$ cat config.mk
export PLATFORM = sky130hd
export DESIGN_NAME = lcd_text_ctrl
export DESIGN_NICKNAME = d
export VERILOG_FILES = /design/src/rtl/lcd_text_ctrl.sv
export SDC_FILE = /design/constraint.sdc
export NUM_CORES = 1
export LEC_CHECK = 0
export ABC_AREA = 1
export ABC_CLOCK_PERIOD_IN_PS = 2850
export BUFFER_PORTS_ARGS = -buffer_cell sky130_fd_sc_hd__buf_2
export CAP_MARGIN = 20
export CELL_PAD_IN_SITES_DETAIL_PLACEMENT = 2
export CELL_PAD_IN_SITES_GLOBAL_PLACEMENT = 2
export CORE_UTILIZATION = 32
export DETAILED_ROUTE_END_ITERATION = 6
export PLACE_DENSITY_LB_ADDON = 0.1
export SLEW_MARGIN = 40
export SYNTH_ARGS = -nofsm -noshare
export SYNTH_HDL_FRONTEND = slang
export SYNTH_SLANG_ARGS = --single-unit
$ cat constraint.sdc
create_clock -name CLK -period 2.85 [get_ports CLK]
set_input_delay 0.57 -clock CLK [delete_from_list [all_inputs] [get_ports CLK]]
set_output_delay 0.57 -clock CLK [all_outputs]
set_load 0.01 [all_outputs]
$ cat src/rtl/lcd_text_ctrl.sv
// lcd_text_ctrl
// HD44780-compatible character LCD controller driving the display in 4-bit
// mode. After reset it waits for the panel to power up, runs the 4-bit init
// sequence on its own, then on request rewrites any subset of the display rows
// from a snapshot of the flat text bus. All LCD bus timing is owned here.
//
// Ports:
//   CLK      in   clock, everything on the rising edge
//   RESET_N  in   asynchronous active-low reset
//   start    in   one-cycle refresh request, sampled only while idle
//   row_en   in   ROWS  rows to rewrite (bit r = row r), sampled with start
//   text     in   8*ROWS*COLS  characters; row 0 col 0 is the most significant byte
//   busy     out  high during init and during a refresh
//   done     out  one-cycle pulse when a refresh completes
//   LCD_D    out  5    bit 4 = RS, bits 3:0 = data nibble
//   LCD_E    out  LCD enable strobe
module lcd_text_ctrl #(
    parameter int COLS           = 16,
    parameter int ROWS           = 2,
    parameter int E_PULSE_CYC    = 12,
    parameter int CMD_WAIT_CYC   = 2000,
    parameter int CLEAR_WAIT_CYC = 80000,
    parameter int POWERUP_CYC    = 2000000,
    parameter int INIT_WAIT_CYC  = 205000
) (
    input  logic                     CLK,
    input  logic                     RESET_N,
    input  logic                     start,
    input  logic [ROWS-1:0]          row_en,
    input  logic [8*ROWS*COLS-1:0]   text,
    output logic                     busy,
    output logic                     done,
    output logic [4:0]               LCD_D,
    output logic                     LCD_E
);

    function automatic int max_i(input int a, input int b);
        return (a > b) ? a : b;
    endfunction

    // One shared counter serves every wait, so it is sized for the longest one.
    localparam int MAX_CNT = max_i(max_i(max_i(POWERUP_CYC, INIT_WAIT_CYC),
                                         max_i(CLEAR_WAIT_CYC, CMD_WAIT_CYC)),
                                   E_PULSE_CYC);
    localparam int CNT_W = $clog2(MAX_CNT + 1);

    localparam logic [CNT_W-1:0] PWR_LAST  = CNT_W'((POWERUP_CYC > 0) ? POWERUP_CYC - 1 : 0);
    localparam logic [CNT_W-1:0] E_LAST    = CNT_W'(E_PULSE_CYC - 1);
    localparam logic [CNT_W-1:0] INIT_LAST = CNT_W'((INIT_WAIT_CYC > 0) ? INIT_WAIT_CYC - 1 : 0);
    localparam logic [CNT_W-1:0] CLR_LAST  = CNT_W'((CLEAR_WAIT_CYC > 0) ? CLEAR_WAIT_CYC - 1 : 0);
    localparam logic [CNT_W-1:0] CMD_LAST  = CNT_W'((CMD_WAIT_CYC > 0) ? CMD_WAIT_CYC - 1 : 0);
    localparam logic             INIT_ZERO = (INIT_WAIT_CYC == 0);
    localparam logic             CLR_ZERO  = (CLEAR_WAIT_CYC == 0);
    localparam logic             CMD_ZERO  = (CMD_WAIT_CYC == 0);
    localparam logic [4:0]       COL_LAST  = 5'(COLS - 1);

    typedef enum logic [2:0] {
        S_POWERUP, S_INIT_NIB, S_INIT_CFG, S_IDLE, S_SET_ADDR, S_WRITE_CHAR, S_FINISH
    } state_t;

    // Phases of one nibble/byte transfer on the LCD bus.
    typedef enum logic [1:0] {PH_SETUP, PH_PULSE, PH_HOLD, PH_WAIT} phase_t;

    state_t                   state_q, state_d;
    phase_t                   phase_q, phase_d;
    logic [CNT_W-1:0]         cnt_q, cnt_d;
    logic                     half_q, half_d;      // 0 = high nibble, 1 = low nibble
    logic [4:0]               step_q, step_d;      // init step or column index
    logic [1:0]               row_q, row_d;
    logic [7:0]               byte_q, byte_d;
    logic                     rs_q, rs_d;
    logic [4:0]               lcd_d_q, lcd_d_d;
    logic                     lcd_e_q, lcd_e_d;
    logic [3:0]               row_en_q, row_en_d;
    logic [8*ROWS*COLS-1:0]   text_q, text_d;

    logic [3:0]               row_en_pad;
    logic [3:0]               rows_above;
    logic [7:0]               chars [4][32];
    logic [4:0]               step_nxt;
    logic                     xfer_active;
    logic                     xfer_end;
    logic [CNT_W-1:0]         wait_last;
    logic                     wait_zero;
    logic                     launch;
    logic                     launch_rs;
    logic [7:0]               launch_byte;
    logic [2:0]               pick;

    // Character lookup from the snapshot, padded to a fixed 4x32 grid so the
    // row/column registers index it at their natural widths.
    genvar gi, gj;
    generate
        for (gi = 0; gi < 4; gi++) begin : g_row
            if (gi < ROWS) begin : g_en
                assign row_en_pad[gi] = row_en[gi];
            end else begin : g_en_pad
                assign row_en_pad[gi] = 1'b0;
            end
            for (gj = 0; gj < 32; gj++) begin : g_col
                if (gi < ROWS && gj < COLS) begin : g_map
                    assign chars[gi][gj] = text_q[8*(ROWS*COLS - gi*COLS - gj) - 1 -: 8];
                end else begin : g_pad
                    assign chars[gi][gj] = 8'h00;
                end
            end
        end
    endgenerate

    // Lowest set bit of mask as {found, index}.
    function automatic logic [2:0] pick_row(input logic [3:0] mask);
        logic [2:0] res;
        res = 3'b000;
        for (int r = 3; r >= 0; r--) begin
            if (mask[r]) res = {1'b1, 2'(r)};
        end
        return res;
    endfunction

    function automatic logic [7:0] row_addr(input logic [1:0] r);
        case (r)
            2'd0:    return 8'h80;
            2'd1:    return 8'hC0;
            2'd2:    return 8'h80 | 8'(COLS);
            default: return 8'hC0 + 8'(COLS);
        endcase
    endfunction

    function automatic logic [7:0] cfg_byte(input logic [1:0] s);
        case (s)
            2'd0:    return (ROWS == 1) ? 8'h20 : 8'h28;
            2'd1:    return 8'h0C;
            2'd2:    return 8'h06;
            default: return 8'h01;
        endcase
    endfunction

    always_comb begin
        for (int r = 0; r < 4; r++) begin
            rows_above[r] = row_en_q[r] && (2'(r) > row_q);
        end
    end

    assign xfer_active = (state_q == S_INIT_NIB) || (state_q == S_INIT_CFG) ||
                         (state_q == S_SET_ADDR) || (state_q == S_WRITE_CHAR);
    assign step_nxt    = step_q + 5'd1;

    // Only the clear command gets the long wait; init-only nibbles get theirs.
    always_comb begin
        wait_last = CMD_LAST;
        wait_zero = CMD_ZERO;
        if (state_q == S_INIT_NIB) begin
            wait_last = INIT_LAST;
            wait_zero = INIT_ZERO;
        end else if (state_q == S_INIT_CFG && step_q == 5'd3) begin
            wait_last = CLR_LAST;
            wait_zero = CLR_ZERO;
        end
    end

    always_comb begin
        state_d     = state_q;
        phase_d     = phase_q;
        cnt_d       = cnt_q;
        half_d      = half_q;
        step_d      = step_q;
        row_d       = row_q;
        byte_d      = byte_q;
        rs_d        = rs_q;
        lcd_d_d     = lcd_d_q;
        lcd_e_d     = lcd_e_q;
        row_en_d    = row_en_q;
        text_d      = text_q;
        xfer_end    = 1'b0;
        launch      = 1'b0;
        launch_rs   = 1'b0;
        launch_byte = 8'h00;
        pick        = 3'b000;

        // Transfer engine: setup, E pulse, hold, (low nibble), wait.
        if (xfer_active) begin
            case (phase_q)
                PH_SETUP: begin
                    phase_d = PH_PULSE;
                    cnt_d   = '0;
                    lcd_e_d = 1'b1;
                end
                PH_PULSE: begin
                    if (cnt_q == E_LAST) begin
                        phase_d = PH_HOLD;
                        lcd_e_d = 1'b0;
                    end else begin
                        cnt_d = cnt_q + CNT_W'(1);
                    end
                end
                PH_HOLD: begin
                    if (!half_q && state_q != S_INIT_NIB) begin
                        phase_d = PH_SETUP;
                        half_d  = 1'b1;
                        lcd_d_d = {rs_q, byte_q[3:0]};
                    end else if (wait_zero) begin
                        xfer_end = 1'b1;
                    end else begin
                        phase_d = PH_WAIT;
                        cnt_d   = '0;
                    end
                end
                default: begin
                    if (cnt_q == wait_last) xfer_end = 1'b1;
                    else                    cnt_d = cnt_q + CNT_W'(1);
                end
            endcase
        end

        // Sequencer: decides what goes out next when a transfer finishes.
        case (state_q)
            S_POWERUP: begin
                if (cnt_q == PWR_LAST) begin
                    state_d     = S_INIT_NIB;
                    step_d      = 5'd0;
                    launch      = 1'b1;
                    launch_byte = 8'h30;
                end else begin
                    cnt_d = cnt_q + CNT_W'(1);
                end
            end
            S_INIT_NIB: begin
                if (xfer_end) begin
                    launch = 1'b1;
                    if (step_q == 5'd3) begin
                        state_d     = S_INIT_CFG;
                        step_d      = 5'd0;
                        launch_byte = cfg_byte(2'd0);
                    end else begin
                        step_d      = step_nxt;
                        launch_byte = (step_q == 5'd2) ? 8'h20 : 8'h30;
                    end
                end
            end
            S_INIT_CFG: begin
                if (xfer_end) begin
                    if (step_q == 5'd3) begin
                        state_d = S_IDLE;
                    end else begin
                        step_d      = step_nxt;
                        launch      = 1'b1;
                        launch_byte = cfg_byte(step_nxt[1:0]);
                    end
                end
            end
            S_IDLE: begin
                if (start) begin
                    text_d   = text;
                    row_en_d = row_en_pad;
                    pick     = pick_row(row_en_pad);
                    if (pick[2]) begin
                        state_d     = S_SET_ADDR;
                        row_d       = pick[1:0];
                        launch      = 1'b1;
                        launch_byte = row_addr(pick[1:0]);
                    end else begin
                        state_d = S_FINISH;
                    end
                end
            end
            S_SET_ADDR: begin
                if (xfer_end) begin
                    state_d     = S_WRITE_CHAR;
                    step_d      = 5'd0;
                    launch      = 1'b1;
                    launch_rs   = 1'b1;
                    launch_byte = chars[row_q][5'd0];
                end
            end
            S_WRITE_CHAR: begin
                if (xfer_end) begin
                    if (step_q == COL_LAST) begin
                        pick = pick_row(rows_above);
                        if (pick[2]) begin
                            state_d     = S_SET_ADDR;
                            row_d       = pick[1:0];
                            launch      = 1'b1;
                            launch_byte = row_addr(pick[1:0]);
                        end else begin
                            state_d = S_FINISH;
                        end
                    end else begin
                        step_d      = step_nxt;
                        launch      = 1'b1;
                        launch_rs   = 1'b1;
                        launch_byte = chars[row_q][step_nxt];
                    end
                end
            end
            default: begin
                state_d = S_IDLE;
            end
        endcase

        // A new transfer always begins with its high-nibble setup cycle.
        if (launch) begin
            phase_d = PH_SETUP;
            half_d  = 1'b0;
            cnt_d   = '0;
            rs_d    = launch_rs;
            byte_d  = launch_byte;
            lcd_d_d = {launch_rs, launch_byte[7:4]};
            lcd_e_d = 1'b0;
        end
    end

    always_ff @(posedge CLK or negedge RESET_N) begin
        if (!RESET_N) begin
            state_q  <= S_POWERUP;
            phase_q  <= PH_SETUP;
            cnt_q    <= '0;
            half_q   <= 1'b0;
            step_q   <= '0;
            row_q    <= '0;
            byte_q   <= '0;
            rs_q     <= 1'b0;
            lcd_d_q  <= '0;
            lcd_e_q  <= 1'b0;
            row_en_q <= '0;
            text_q   <= '0;
        end else begin
            state_q  <= state_d;
            phase_q  <= phase_d;
            cnt_q    <= cnt_d;
            half_q   <= half_d;
            step_q   <= step_d;
            row_q    <= row_d;
            byte_q   <= byte_d;
            rs_q     <= rs_d;
            lcd_d_q  <= lcd_d_d;
            lcd_e_q  <= lcd_e_d;
            row_en_q <= row_en_d;
            text_q   <= text_d;
        end
    end

    assign busy  = (state_q != S_IDLE) && (state_q != S_FINISH);
    assign done  = (state_q == S_FINISH);
    assign LCD_D = lcd_d_q;
    assign LCD_E = lcd_e_q;

endmodule

==> metrics list <==
- The run finished with clean final reports.
- Dividing the detail-routed via count by the number of cells gives 5.01.
- In this run the tightest slew margin relative to its limit is 56.7%.
- The number of cells on the worst reg-to-reg path is 15.
- For this run, the post-layout net count is 2664.
* Die width: roughly 220 um
- Worst r2r dst: LCD_D[0]$_DFFE_PN0P_
* Number of top-level design ports: 269
- Path type of the worst min-delay path: in -> reg
- In this run the power spent charging and discharging nets is 9.22 mW.
- At the worst endpoint, the arrival time is about 3.1 ns.
* Unrepaired setup endpoints after global routing: no
- The tree is rooted in a clkbuf_16.
* Residual DRC: 0
- Tracing the worst setup path back leads to its startpoint at step_q[0]$_DFFE_PN0P_.
* Worst clock skew: 0.0205 ns
* Bufs on Longest Clock Path: 3
- The total overflow left after global routing is 0.
- Proportion of layout cells with a drive suffix above 1: 17.6%
- Least-Margin Pin Slew: 0.643 ns
- The internal portion of the total power is between 10 and 15 mW.
- By startpoint and endpoint, the worst setup path is classified as reg -> reg.
- Register-to-register setup slack: about 0.22 ns
* Maximum VDD drop: 0.000460 V
- In this run the power density over the cells is ~1100 mW/mm2.
- Origin of the critical flop-to-flop path: step_q[0]$_DFFE_PN0P_
* Overall via count from detail_route: ~15000
- The number of pins with negative max-slew slack in the final report is 0.
- Setup violations remaining at the end of the flow were counted as 0.
- In the layout the commonest cells are 853 x nand2_1, 299 x dfrtp_1, 267 x buf_2.
- In this run the standard cell core region covers 0.0481 mm2.
- Placed wire-length estimate after detailed placement: 44700 um
* First-pass GRT wire length: slightly below 100000 um
- Die height: approximately 220 um
* Antenna viol nets, final: 0
- The floorplan has 80 rows.
- Number of distinct standard cells referenced by the synthesized netlist: 38
* Hold-critical path endpoint: text_q[192]$_DFFE_PN0P_
- At the end of routability-driven placement, the weighted congestion stood at about 0.87.
- The number of nets handed over by synthesis was 2429.
* FF+latch count, synth: 301
- Timing would allow up to 380 MHz.
- Net switching is 43.3% of the power.
* Critical hold path startpoint: text[192]
- Max-Cap Viols: 0
* Post-CTS clock slew at the launch and capture registers of the worst setup and hold paths: 0.06 ns
- The H-tree was split into 2 levels.
* Part of the power in the clock network: 23.4%
- At the end of the flow the core is filled with cells to approximately two fifths.
* Sequential area share after synthesis: 47.8%
- Number of instances in the synthesized netlist: 2158
- Area share of the largest cell type after synthesis: between 40% and 50%
- Relative contribution of combinational cells to total power: between 40% and 50%
- Number of antenna violations at the first check in global routing: 3
* Clock sink count: 301
- Average wire per standard cell: 20.2 um
- Sequential cells burn 34.2% of the power.
- Maximum fanout count along the critical path: 19
- STA classifies the critical path endpoint as a flop.
- Vias in the first global route: approximately 17000
- Global-route usage over all layers: 25.3%
- Die area: 0.0501 mm2
- For this run, the detailed router's first-pass iteration total came to 5.
- After the first detailed-routing iteration, the DRC count stood at 768.
- Required time worst endpoint: 3.28 ns
- Initial cell density of the core: approximately a third
- Summed over all cells, the static leakage comes to roughly 9.7 nW.
* Largest net degree at the start of global routing: 173
* Layout area overhead: 22.1%
* Hold Path Depth: 3
* Wirelength, routed: 62300 um
- Number of filler instances in the final layout: 5662
- The worst setup path is launched from a flop.
* IO buf count: approximately 270
- Leaving out fill and tap cells, the most frequent cell in the layout is nand2_1.
- Mean instance size in the synthesized netlist: 7.30 um2
- Final hold vios: 0
- Clock tree synthesis inserted a total of 38 buffers.
- Final sum of negative setup slack: 0 ns
* Final critical path time including I/O delays and setup: 2.63 ns
- Cell Area, Synth: 0.0158 mm2
- The largest total area in the synthesized netlist belongs to dfrtp_1.
- CTS tree: done
- Biggest area contributors in the synthesized netlist: dfrtp_1 48%, nand2_1 20%, o21ai_0 7.5%
- Final worst path period share: between 90 and 100%
* YS warnings: 0
* Clock latency on the worst-skew pair: 0.56 ns
-- state kept, by name, indices dropped and copies added, names as in the netlist --
name,cells
rs_q,1
state_q,3
phase_q,2
row_en_q,1
half_q,1
cnt_q,21
LCD_D,5
text_q,256
LCD_E,1
row_q,1
byte_q,4
step_q,5
-- cells by family (layout without fill, tap and decap cells) --
kind of cell	Yosys count	in the layout	synth area share, %
AOI/OAI and AO/OA	377	377	12.7
xor gates and xnor gates	9	9	0.500
adders and majority gates	10	10	0.794
buffers and inverters	290	552	7.52
DFF	301	301	47.8
other	0	2	0
and+or+nand+nor	1171	1171	30.6
-- worst max-delay path, cell delays in order, from the launching register on --
cell      delay, ns
dfrtp_4        0.45
ha_1           0.25
nand2_1        0.10
nor2_2         0.27
nand2_4        0.13
nand2_4        0.12
nand2_1        0.06
nand2_1        0.09
nand2_1        0.06
nor2_1         0.16
o211ai_1       0.11
buf_4          0.17
nand2_4        0.24
nor2_4         0.09
nand2_1        0.10
nand3_1        0.08
-- stage by stage --
step                worst slack [ns]  cells  total power, mW  cell area (um2)  hold WS, ns
floorplan                      0.236   2158             12.8            15800        0.274
global placement               0.394   3005             15.9            17900        0.456
detailed placement             0.218   3005             16.3            17900        0.460
CTS                            0.188   3073             21.5            19200        0.178
global route                 0.00121   3078             22.9            19200        0.190
finish                         0.219   3078             21.3            19200        0.202
-- how the worst max path moves through the flow --
stage / endpoint / slack (ns) / cells after the start
after global routing: LCD_D[0]$_DFFE_PN0P_ / 0.001 / 14
after CTS: LCD_D[0]$_DFFE_PN0P_ / 0.19 / 14
final: LCD_D[0]$_DFFE_PN0P_ / 0.22 / 15
after global placement: LCD_D[1]$_DFFE_PN0P_ / 0.39 / 14
after detailed placement: LCD_D[3]$_DFFE_PN0P_ / 0.22 / 13
after floorplan: LCD_D[3]$_DFFE_PN0P_ / 0.24 / 20
-- routing by layer --
layer / part of all wire, % / vias up / wire (um) / track usage, %
met2: 48 / 271 / 30000 / 43.1
met1: 46 / 7731 / 29000 / 33.9
met5: 0 / - / 0 / 0
li1: - / 7346 / - / -
met3: 3.2 / 81 / 1960 / 3.23
met4: 2.2 / 0 / 1350 / 6.30
-- timing repair --
action | in CTS | in global routing
resized for setup | 0 | 0
setup endpoints to repair | 0 | 3
hold buffers | 1 | 0
buffers inserted | 0 | 2
endpoints found under the hold margin | 15 | 0
-- power by group through the flow --
stage,logic (mW),registers (mW),clock network (mW)
after detailed placement,9.02,7.33,0
final,9.02,7.29,4.99
after global placement,8.68,7.24,0
after CTS,9.16,7.30,5.09
after global routing,10.1,7.51,5.23
after floorplan,5.89,6.87,0
-- synth_stat cells (all sizes together) --
master / number
clkbuf: 67
a22oi: 1
or2: 3
o2111ai: 3
buf: 56
nor4: 4
dfrtp: 301
inv: 166
o22ai: 16
xor2: 8
nor3b: 1
nor2: 140
o221ai: 1
clkinv: 1
a21oi: 85
xnor2: 1
o21a: 1
o41ai: 1
ha: 10
o21ai: 240
nand2: 868
nand4: 21
nor3: 19
o211ai: 29
nand3: 115
-- layout make-up --
| cell class | count | area (um2) | area share, % |
|---|---|---|---|
| Antenna cell | 2 | 5.00 | 0.0260 |
| Clock buffer | 60 | 1210 | 6.27 |
| Clock inverter | 7 | 85.1 | 0.442 |
| Inverter | 167 | 634 | 3.30 |
| Multi-Input combinational cell | 1567 | 7050 | 36.6 |
| Sequential cell | 301 | 7540 | 39.2 |
| Tap cell | 656 | 821 | 4.27 |
| Timing Repair Buffer | 318 | 1900 | 9.89 |
No activity file was read; power rests on OpenSTA's default activity.
